--- src/rtl/encoder16to4_design.sv ---
// encoder16to4_design
// Registered 16-to-4 priority encoder. The priority direction on multi-hot
// input is chosen by MSB_PRIORITY. Also flags "any line active" (valid) and
// "more than one line active" (err). One clock of latency, and the outputs
// come straight from flops.
module encoder16to4_design #(
  parameter int MSB_PRIORITY = 1
) (
  input  logic        clk,
  input  logic        rst,
  input  logic        en,
  input  logic [15:0] d,
  output logic [3:0]  y,
  output logic        valid,
  output logic        err
);

  localparam int DATA_W = 16;
  localparam int IDX_W  = 4;

  // Index of the highest set bit. Returns 0 for an all-zero vector.
  function automatic logic [IDX_W-1:0] f_enc_msb(input logic [DATA_W-1:0] v);
    logic [IDX_W-1:0] idx;
    idx = '0;
    for (int i = 0; i < DATA_W; i++) begin
      if (v[i]) idx = IDX_W'(i);
    end
    return idx;
  endfunction

  // Index of the lowest set bit. Returns 0 for an all-zero vector.
  function automatic logic [IDX_W-1:0] f_enc_lsb(input logic [DATA_W-1:0] v);
    logic [IDX_W-1:0] idx;
    idx = '0;
    for (int i = DATA_W - 1; i >= 0; i--) begin
      if (v[i]) idx = IDX_W'(i);
    end
    return idx;
  endfunction

  // Clearing the lowest set bit leaves something behind only if two or more
  // bits were set.
  function automatic logic f_multi_hot(input logic [DATA_W-1:0] v);
    return (v & (v - DATA_W'(1))) != '0;
  endfunction

  logic [IDX_W-1:0] w_y_p0;
  logic             w_any_p0;
  logic             w_multi_p0;

  logic [IDX_W-1:0] r_y_p1;
  logic             r_valid_p1;
  logic             r_err_p1;

  // ---- stage p0: combinational encode of the incoming request vector ----
  // Select the priority direction, then derive the activity flags.
  always_comb begin
    w_y_p0     = (MSB_PRIORITY != 0) ? f_enc_msb(d) : f_enc_lsb(d);
    w_any_p0   = |d;
    w_multi_p0 = f_multi_hot(d);
  end

  // ---- stage p1: output registers ----
  // Reset wins over enable. Otherwise capture on en and hold when en is low.
  always_ff @(posedge clk) begin
    if (rst) begin
      r_y_p1     <= '0;
      r_valid_p1 <= 1'b0;
      r_err_p1   <= 1'b0;
    end else if (en) begin
      r_y_p1     <= w_y_p0;
      r_valid_p1 <= w_any_p0;
      r_err_p1   <= w_multi_p0;
    end
  end

  assign y     = r_y_p1;
  assign valid = r_valid_p1;
  assign err   = r_err_p1;

endmodule

--- config.mk ---
export PLATFORM = sky130hd
export DESIGN_NAME = encoder16to4_design
export DESIGN_NICKNAME = d
export VERILOG_FILES = /design/src/rtl/encoder16to4_design.sv
export SDC_FILE = /design/constraint.sdc
export NUM_CORES = 1
export LEC_CHECK = 0
export BUFFER_PORTS_ARGS = -buffer_cell sky130_fd_sc_hd__buf_2
export CAP_MARGIN = 20
export CORE_AREA = 2 2 39 41
export DETAILED_ROUTE_END_ITERATION = 8
export DIE_AREA = 0 0 41 43
export PLACE_DENSITY = 0.66
export SETUP_SLACK_MARGIN = 0.05
export SYNTH_ARGS = -nofsm -noshare
export SYNTH_HDL_FRONTEND = slang
export SYNTH_SLANG_ARGS = --single-unit
--- constraint.sdc ---
create_clock -name clk -period 1.8 [get_ports clk]
set_clock_uncertainty 0.05 [all_clocks]
set_input_delay 0.09 -clock clk [delete_from_list [all_inputs] [get_ports clk]]
set_output_delay 0.09 -clock clk [all_outputs]
set_load 0.01 [all_outputs]
# Word level (Yosys, flattened, before mapping)

Cells that the tools add are included.

Flip-flop bits (word level): 6
Word-level logic and storage cells: 22

Bitwise operators: 1
Multiplexer cells: 15
Add/sub/neg operators: 1
Reductions and logical operators: 2

Operators by type and width:

| kind                                                                 | count |
|---|---|
| 4-bit 2-to-1 mux                                                     | 14 |
| 16-bit AND                                                           | 1 |
| 16-bit nonzero test                                                  | 1 |
| 16-bit OR reduction                                                  | 1 |
| 16-bit by 1-bit subtractor with 16-bit output, second input constant | 1 |
| 1-bit 2-to-1 mux                                                     | 1 |

# Longest topological paths before layout

Depth in word-level cells: 15
Gate-level depth with buffers: 5
Depth with buffers taken out: 5

# Worst setup path before layout

Ideal clock, no wire load.

Kind: in2reg
Start point: input port d[2]
End point: register r_err_p1 (netlist: err)
Arrival: 1.332 ns
Setup time: 0.127 ns
Path buffers: 0
Stages on the path: 5
Required time: 1.623 ns
Path slack: 0.291 ns
Cell sequence: or4_4 > or2_1 > maj3_2 > o21ai_1 > a31oi_1

Longest elaborated chain between the ends: 3

Ends and longest elaborated chain:

| item                                          | line | text |
|---|---|---|
| start: declaration                            | 12   | `input logic [15:0] d,` |
| 16-bit by 1-bit subtractor with 16-bit output | 44   | `return (v & (v - DATA_W'(1))) != '0;` |
| 16-bit AND (*)                                | 44   |  |
| 16-bit nonzero test (*)                       | 44   |  |
| end signal: assignment                        | 73   | `r_err_p1 <= w_multi_p0;` |
| end: declaration                              | 53   | `logic r_err_p1;` |

Mark *: on every way between the ends. The rest lies on a longest branch, timed or not.
A chain may end at the register's enable or synchronous reset.

# Worst setup path after layout

Ends and elaborated chain as after synthesis.

==> impl_metrics.env <==
export IMPL_crit_slowest_cell="sky130_fd_sc_hd__or4_4"
export IMPL_worst_hold_path_num_cells=2
export IMPL_count_of_nets_left_with_antenna_violations_after_detail_routing=0
export IMPL_cts_tree="yes"
export IMPL_static_leakage_power_nw=0.276
export IMPL_min_delay_path_class="input port to register"
export IMPL_power_density_nw_per_um2=568
export IMPL_critical_path_max_stage_delay_ps=560
export IMPL_r2r_worst_path_cells=2
export IMPL_gp_congestion=0.793
export IMPL_grt_antenna_before_repair=0
export IMPL_detail_route_iter0_violations=11
export IMPL_synth_yosys_warnings=0
export IMPL_grtUsageTotal_pct=14.3
export IMPL_area_growth_pct=34.7
export IMPL_detail_route_drc_violations=0
export IMPL_fraction_of_layout_cells_with_a_size_suffix_above_1_pct=34.0
export IMPL_fp_dieArea_um2=1760
export IMPL_die_height_um=43
export IMPL_finalCriticalPeriod_ps=1480
export IMPL_cts_setup_buffers=0
export IMPL_synth_net_count=86
export IMPL_cts_resized=0
export IMPL_start_util_pct=34.6
export IMPL_finalWorstSetupSlack_ps=315
export IMPL_timing_hold_worst_endpoint="y[1]"
export IMPL_ys_types=27
export IMPL_max_cap_viol_count=0
export IMPL_post_dp_hpwl_um=964
export IMPL_place_ws_ps=63.9
export IMPL_rrSetupSlack_ps=1080
export IMPL_grt_pass1_vias=463
export IMPL_synth_cells=67
export IMPL_numPortBuffers=24
export IMPL_reg2reg_to="y[1]"
export IMPL_dr_pass1_iters=4
export IMPL_layout_cells_most_common="sky130_fd_sc_hd__buf_2"
export IMPL_io_pins=25
export IMPL_setup_repair_after_global_routing_missed_its_margin="false"
export IMPL_placeableCoreArea_um2=1380
export IMPL_clock_latency_ps=240
export IMPL_highest_count_cells_in_the_layout_ignoring_fill_and_taps="sky130_fd_sc_hd__buf_2, sky130_fd_sc_hd__nor2_1, sky130_fd_sc_hd__nor3_1, sky130_fd_sc_hd__a21oi_1, sky130_fd_sc_hd__dfxtp_1"
export IMPL_nNetsFinal=115
export IMPL_cts_hold_buf=0
export IMPL_detailroute_via_count=590
export IMPL_outcome="completed"
export IMPL_tightest_slew_ps=442
export IMPL_worst_endpoint_arrival_ps=1550
export IMPL_die_width_um=41
export IMPL_ctsRootBufferMaster="sky130_fd_sc_hd__clkbuf_4"
export IMPL_clock_fmax_ghz=0.673
export IMPL_globalRoute_totalOverflow=0
export IMPL_tritoncts_num_buffers=3
export IMPL_cp_cell_sequence="buf_2 -> or4_4 -> or2_1 -> maj3_2 -> o21ai_1 -> a31oi_1"
export IMPL_post_synth_instance_area_um2=479
export IMPL_setup_worst_path_start_class="input port"
export IMPL_postSynthRegisterBits=6
export IMPL_report_final_setup_viol=0
export IMPL_slew_limit_headroom_pct=69.8
export IMPL_hold_viol=0
export IMPL_ws_path_type="input port to register"
export IMPL_detail_route_vias_per_cell=5.36
export IMPL_clkSinkCount=6
export IMPL_grt_first_pass_wirelength_um=1810
export IMPL_irDropWorstVdd_uv=169
export IMPL_fin_crit_sh_pct=82.5
export IMPL_avgSynthCellArea_um2=7.15
export IMPL_seq_area_frac_synth_pct=25.1
export IMPL_htreeDepth=1
export IMPL_holdCritStartpoint="rst"
export IMPL_critPathTopFamily="simple AND/OR/NAND/NOR gates"
export IMPL_clock_path_buffers=2
export IMPL_num_fill_cells=151
export IMPL_timing_critical_path_required_ps=1870
export IMPL_floorplan_rows=14
export IMPL_routedWlPerCell_um=10.7
export IMPL_wl_um=1180
export IMPL_maximum_number_of_pins_on_one_net_before_global_route_repair=11
export IMPL_antenna_cells=0
export IMPL_final_max_slew_violation_count=0
export IMPL_crit_path_end_kind="register"
export IMPL_fin_tns_setup_ps=0
export IMPL_clkTransAtPathRegs_ps=40
export IMPL_crit_path_start="d[2]"
export IMPL_critical_path_buf_inv_count=1
export IMPL_worstReg2RegStart="y[1]"
export IMPL_critPathMaxFanout=5
==> cell type report <==
class,count,area [um2],share of cell area [%]
inverters,4,15.0,2.33
well taps,16,20.0,3.10
clock buffers,3,22.5,3.49
flip-flops and latches,6,120,18.6
repair buffers,25,128,19.8
multi-input cells,56,340,52.7
==> routing by layer <==
metal | up-vias | part of all wire [%] | GRT usage [%]
met3 | 0 | 6.4 | 1.57
met4 | 0 | 0 | 6.00
met1 | 257 | 49 | 20.7
met2 | 21 | 44 | 20.6
met5 | - | 0 | 0
li1 | 312 | - | -
==> cells in the mapped netlist (all sizes together) <==
cell type  count  area, um2
inv            4       15.0
or2            2       12.5
a2111oi        2       17.5
a21oi          6       30.0
nor2b          1       6.26
or4            3       26.3
o41ai          1       8.76
and2b          1       8.76
nand3          1       5.00
o21ai          3       15.0
maj3           2       21.3
a31oi          1       6.26
a311oi         2       17.5
o31ai          3       22.5
dfxtp          6        120
or3            2       12.5
a211oi         2       15.0
nor3           6       30.0
o21bai         2       15.0
nor2          13       48.8
nand2b         1       6.26
o211ai         2       15.0
buf            1       3.75
==> how the worst max path moves through the flow <==
stage / cells past startpoint / to
after floorplan: 5 / err
after global placement: 6 / err
after detailed placement: 6 / err
after CTS: 6 / err
after global routing: 6 / err
final: 6 / err
==> cells by family after synthesis <==
logic type,synth area share [%]
simple gates,32.6
buf+inv,3.91
flops,25.1
fa+ha+maj,4.44
compound gates,33.9
==> registers in the layout (all words and copies together), names as in the netlist <==
name / count
y: 4
valid: 1
err: 1
==> through the flow <==
step	std cells	instance area (um2)	hold WS [ps]	power, mW	utilization, %
after global placement	107	623	288	0.248	45.0
after CTS	110	646	36.2	0.369	46.7
final	110	646	35.9	0.367	46.7
after detailed placement	107	623	286	0.249	45.0
after floorplan	67	479	112	0.196	-
after global routing	110	646	54.8	0.388	46.7
==> power by group <==
group | internal (mW) | total, mW | switching, mW
logic | 0.0445 | 0.0990 | 0.0546
registers | 0.144 | 0.148 | 0.00435
clock network | 0.0752 | 0.120 | 0.0448
total | 0.263 | 0.367 | 0.104
No activity file was read; power rests on OpenSTA's default activity.
